`src/rtl/dac_segment_ctrl.sv`:
```
// Segmented current-steering DAC controller: thermometer MSB units with DWA rotation,
// binary LSB selects, and bias settle sequencing driven by pdb. Debug word on the testbus.
// Selects and debug word are registered with 1-cycle latency; codes are ignored outside ACTIVE.
module dac_segment_ctrl #(
   parameter int THERM_BITS = 4,
   parameter int BIN_BITS   = 6,
   parameter int SETTLE_CYC = 16
) (
   input  logic                             clk,
   input  logic                             rstb,
   input  logic                             pdb,
   input  logic                             dem_en,
   input  logic [THERM_BITS+BIN_BITS-1:0]   code_in,
   input  logic                             code_vld,
   input  logic [1:0]                       atb_ena,
   output logic                             bias_en,
   output logic                             dac_ready,
   output logic [(2**THERM_BITS)-2:0]       therm_sel,
   output logic [BIN_BITS-1:0]              bin_sel,
   output logic                             bin0_red,
   output logic [THERM_BITS+BIN_BITS-1:0]   atb_dbg
);

   localparam int NUM_UNITS = (2**THERM_BITS) - 1;
   localparam int CODE_W    = THERM_BITS + BIN_BITS;
   localparam int CNT_W     = $clog2(SETTLE_CYC + 1);
   // NUM_UNITS expressed in the widened (THERM_BITS+1) arithmetic domain
   localparam logic [THERM_BITS:0] NU_EXT = {1'b0, {THERM_BITS{1'b1}}};

   typedef enum logic [1:0] {
      OFF    = 2'd0,
      SETTLE = 2'd1,
      ACTIVE = 2'd2
   } state_t;

   state_t                 state;
   state_t                 state_nxt;
   logic [CNT_W-1:0]       settle_cnt;
   logic [THERM_BITS-1:0]  ptr;
   logic [THERM_BITS-1:0]  ptr_nxt;
   logic [THERM_BITS-1:0]  n_units;
   logic [THERM_BITS:0]    ptr_sum;
   logic [THERM_BITS:0]    unit_idx;
   logic [NUM_UNITS-1:0]   therm_nxt;
   logic [CODE_W-1:0]      last_code;

   assign n_units   = code_in[CODE_W-1:BIN_BITS];
   assign bias_en   = (state != OFF);
   assign dac_ready = (state == ACTIVE);
   assign bin0_red  = bin_sel[0];

   // State register
   always_ff @(posedge clk or negedge rstb) begin
      if (!rstb) state <= OFF;
      else       state <= state_nxt;
   end

   // Next-state: pdb low always wins; SETTLE lasts exactly SETTLE_CYC cycles
   always_comb begin
      state_nxt = state;
      if (!pdb) begin
         state_nxt = OFF;
      end else begin
         case (state)
            OFF:     state_nxt = SETTLE;
            SETTLE:  if (settle_cnt == CNT_W'(SETTLE_CYC - 1)) state_nxt = ACTIVE;
            ACTIVE:  state_nxt = ACTIVE;
            default: state_nxt = OFF;
         endcase
      end
   end

   // Settle counter runs only while settling; any exit clears it so a re-raise restarts fully
   always_ff @(posedge clk or negedge rstb) begin
      if (!rstb)                       settle_cnt <= '0;
      else if (state == SETTLE && pdb) settle_cnt <= settle_cnt + 1'b1;
      else                             settle_cnt <= '0;
   end

   // Unary decode: n consecutive units starting at ptr (or unit 0), wrapping mod NUM_UNITS
   always_comb begin
      therm_nxt = '0;
      unit_idx  = '0;
      for (int i = 0; i < NUM_UNITS; i++) begin
         unit_idx = (dem_en ? {1'b0, ptr} : '0) + (THERM_BITS+1)'(i);
         if (unit_idx >= NU_EXT) unit_idx = unit_idx - NU_EXT;
         if (i < int'(n_units)) therm_nxt[unit_idx[THERM_BITS-1:0]] = 1'b1;
      end
      // ptr < NUM_UNITS and n <= NUM_UNITS, so one conditional subtract is a full modulo
      ptr_sum = {1'b0, ptr} + {1'b0, n_units};
      if (ptr_sum >= NU_EXT) ptr_sum = ptr_sum - NU_EXT;
      ptr_nxt = dem_en ? ptr_sum[THERM_BITS-1:0] : ptr;
   end

   // Selects, rotation pointer and last code: cleared outside ACTIVE, loaded on accepted codes
   always_ff @(posedge clk or negedge rstb) begin
      if (!rstb) begin
         therm_sel <= '0;
         bin_sel   <= '0;
         ptr       <= '0;
         last_code <= '0;
      end else if (state != ACTIVE || !pdb) begin
         therm_sel <= '0;
         bin_sel   <= '0;
      end else if (code_vld) begin
         therm_sel <= therm_nxt;
         bin_sel   <= code_in[BIN_BITS-1:0];
         ptr       <= ptr_nxt;
         last_code <= code_in;
      end
   end

   // Testbus debug word, registered
   always_ff @(posedge clk or negedge rstb) begin
      if (!rstb) begin
         atb_dbg <= '0;
      end else begin
         case (atb_ena)
            2'b00:   atb_dbg <= '0;
            2'b01:   atb_dbg <= CODE_W'(ptr);
            2'b10:   atb_dbg <= CODE_W'(state);
            default: atb_dbg <= last_code;
         endcase
      end
   end

endmodule

```
`config.mk`:
```
export PLATFORM = sky130hd
export DESIGN_NAME = dac_segment_ctrl
export DESIGN_NICKNAME = d
export VERILOG_FILES = /design/src/rtl/dac_segment_ctrl.sv
export SDC_FILE = /design/constraint.sdc
export NUM_CORES = 1
export LEC_CHECK = 0
export CORE_MARGIN = 1.5
export CORE_UTILIZATION = 40
export CTS_BUF_LIST = sky130_fd_sc_hd__clkbuf_8 sky130_fd_sc_hd__clkbuf_16
export CTS_CLUSTER_SIZE = 14
export DETAILED_ROUTE_END_ITERATION = 6
export PLACE_DENSITY_LB_ADDON = 0.12
export SLEW_MARGIN = 30
export SYNTH_ARGS = -nofsm -noshare
export SYNTH_HDL_FRONTEND = slang
export SYNTH_SLANG_ARGS = --single-unit
```
`constraint.sdc`:
```
create_clock -name clk -period 4.8 [get_ports clk]
set_input_delay 0.72 -clock clk [delete_from_list [all_inputs] [get_ports clk]]
set_output_delay 0.72 -clock clk [all_outputs]
set_load 0.02 [all_outputs]
```
==> run metrics, run 1 <==
M3 GR Usage 6.46%; detailed placement HPWL 25,100 um; maximum clock frequency 0.228 GHz; Core ar. 17,200 um2; design area 7980 um2; Chip Width 135 um; total power 4250 uW; CTS tree built; Hold Path Class flop to flop; multi-input logic area 5240 um2; largest family of logic cells by synthesized area compound AO/OA/AOI/OAI gates; Seq pwr share 13.9%; DRT iter0 DRCs 1,100; worst vdd ir 0.249 mV; commonest non-fill, non-tap cell in the layout nor2_1; WL final 31,700 um; largest net degree at the start of global routing 53; post-synthesis cell area 6980 um2; filler cell count 1,798; share of cells above drive strength 1 11.2%; vias in the first global route 7,557; Die Area 18,200 um2; largest cells by area after synthesis dfrtp_1, mux2i_1, ha_1; Worst-path clk slew 0.07 ns; # DRC 0; setup_tns 0 ns; Post-CTS Setup Inserts 0; drt wl/cell 26.4 um; Seq. cell area 1300 um2; Top Usage Layer GRT met2; first-pass GRT wire length 47,600 um; Switching Fraction 56.0%; Yosys top cell by area dfrtp_1; Simple-Gate Fraction of Synth Area 25.3%; crit path kind input pin to flop; CTS Buf Count 5; setup violators final 0; Placed Area 7830 um2; post-synth net total 970; outcome complete, no violations; Top FF cell, synth dfrtp_1; Synth Area per Inst 7.53 um2; EDFF count, synth 0; crit-path max FO 20; Synth top area share 18.7%; hold buffer count at CTS 0; Power Dens Cells 533 nW/um2; post-synthesis mux area share 7.00%; most frequent cells in the layout nor2_1, nand2_1, a21oi_1; library cells used by synthesis 92; Row Count 48; CTS Sinks 52; Via Count 8,083; DRT Pass-1 Iters 6; CTS root buf clkbuf_16; starting density of the core 40.6%; Data required, critical path 4.97 ns; clk_lat worst skew 0.29 ns; register area share after synthesis 18.7%; RSZ-0062 raised after global routing false; leakage 0.00314 uW; yosys warns 0; Pins Over Slew Limit 0; GRT overflow 0; Hold Violations, Final 0; Max Buffers Root-to-Sink 2; final net count 1,018; Total GRT Usage 34.8%; I/O pin count 51; minimum clock period 4.40 ns; Comb pwr share 77.7%; Mapped Cells 926; switching power 2380 uW; #FFs+latches synth 52; initial antenna violation count 0; Clk pwr share 8.3%; maxcap violations 0; final period utilization 91.6%; Setup Skew 0.00726 ns; DR vias/cell 6.74; Worst setup EP type flop; Compound-Gate Fraction of Synth Area 35.9%; Post-Synth Adder-Cell Area 4.95%; Least-Margin Pin Slew 0.907 ns; met2 Usage GRT 51.3%; Routed Antenna Nets 0; cts repair resizes 0; gpl congestion 1.03; H-tree depth 2; die height 135 um; Worst Setup Start Kind input pin; internal power 1870 uW; grt met1 use 49.4%; Slew headroom 39.4%; Diodes inserted 0; IO buf count 50; Layout area overhead 14.3%; XOR/XNOR share of the synthesized area 1.94%; asr flop ratio synth 100%; Crit path arrival time 4.57 ns
==> final cells by class <==
cell class	count	area share, %
Timing Repair Buffer	104	11.2
Multi-Input combinational cell	782	65.8
Tap cell	225	3.53
Clock inverter	3	0.235
Clock buffer	5	1.57
Inverter	29	1.36
Sequential cell	52	16.3
==> logic make-up (layout without fill, tap and decap cells) <==
logic type | Yosys count | count (layout)
xor gates and xnor gates | 13 | 13
and+or+nand+nor | 347 | 347
adders and majority gates | 27 | 27
DFF | 52 | 52
muxes | 47 | 47
AOI/OAI and AO/OA | 348 | 348
buffers and inverters | 92 | 141
==> synthesized netlist by cell type (all sizes together), types with 14 or more instances <==
library cell and n:
inv 29, ha 26, nand3 30, nand2 80, o22ai 20, nor2b 33
buf 32, o21ai 61, a22o 16, a21oi 61, a32oi 14, and3 22
mux2i 33, nor2 83, a22oi 17, a211oi 15, clkbuf 31, dfrtp 52
mux2 14, nor3 36, a31oi 28
==> power groups by stage <==
stage | sequential (uW) | combinational [uW] | clock (uW)
4_1_cts | 594 | 3180 | 363
3_3_place_gp | 601 | 3210 | 0
3_5_place_dp | 603 | 3170 | 0
2_1_floorplan | 629 | 2040 | 0
6_report | 593 | 3310 | 355
5_1_grt | 603 | 3510 | 387
==> stage by stage <==
stage,setup WS [ns],std cells,hold WS [ns],util [%]
floorplan,1.01,926,0.424,-
global placement,0.265,1192,0.453,45.5
detailed placement,0.256,1192,0.476,45.6
CTS,0.572,1200,0.485,46.4
global route,0.211,1200,0.512,46.4
finish,0.405,1200,0.474,46.4
==> worst paths after layout <==
check	start	to	slack [ns]	cells past startpoint
min in group asynchronous	rstb	settle_cnt[3]	0.52	2
hold reg to reg	settle_cnt[0]	settle_cnt[0]	0.47	1
setup reg to reg	ptr[1]	therm_sel[2]	0.83	12
hold / removal	settle_cnt[0]	settle_cnt[0]	0.47	1
setup / recovery	dem_en	therm_sel[2]	0.40	13
max in group asynchronous	rstb	ptr[3]	3.81	2
==> registers in the layout, summed over array words and instances (netlist names) <==
register / count
atb_dbg: 10
bin_sel: 6
last_code: 10
ptr: 4
settle_cnt: 5
state: 2
therm_sel: 15
==> critical path, cell delays in order <==
cell	delay, ns
buf_2	0.32
nand2_1	0.31
inv_1	0.31
ha_1	0.35
ha_1	0.42
inv_1	0.21
o41a_1	0.21
nor3_1	0.05
o21ai_0	0.70
nor2_1	0.13
a2111oi_0	0.57
buf_4	0.20
a21oi_1	0.05
==> routing by layer <==
layer  wire length, um  share of wire, %
met4              1580               5.0
met2             13200                42
met3              3400                11
met1             13500                43
met5                 0                 0
(Power assumes the default switching activity.)
==> run 2: changes to the inputs <==
Settings changed: SETUP_SLACK_MARGIN set to 0.02.
==> results of run 2 <==
The final DEF is identical to that of run 1; final timing and power are the same.
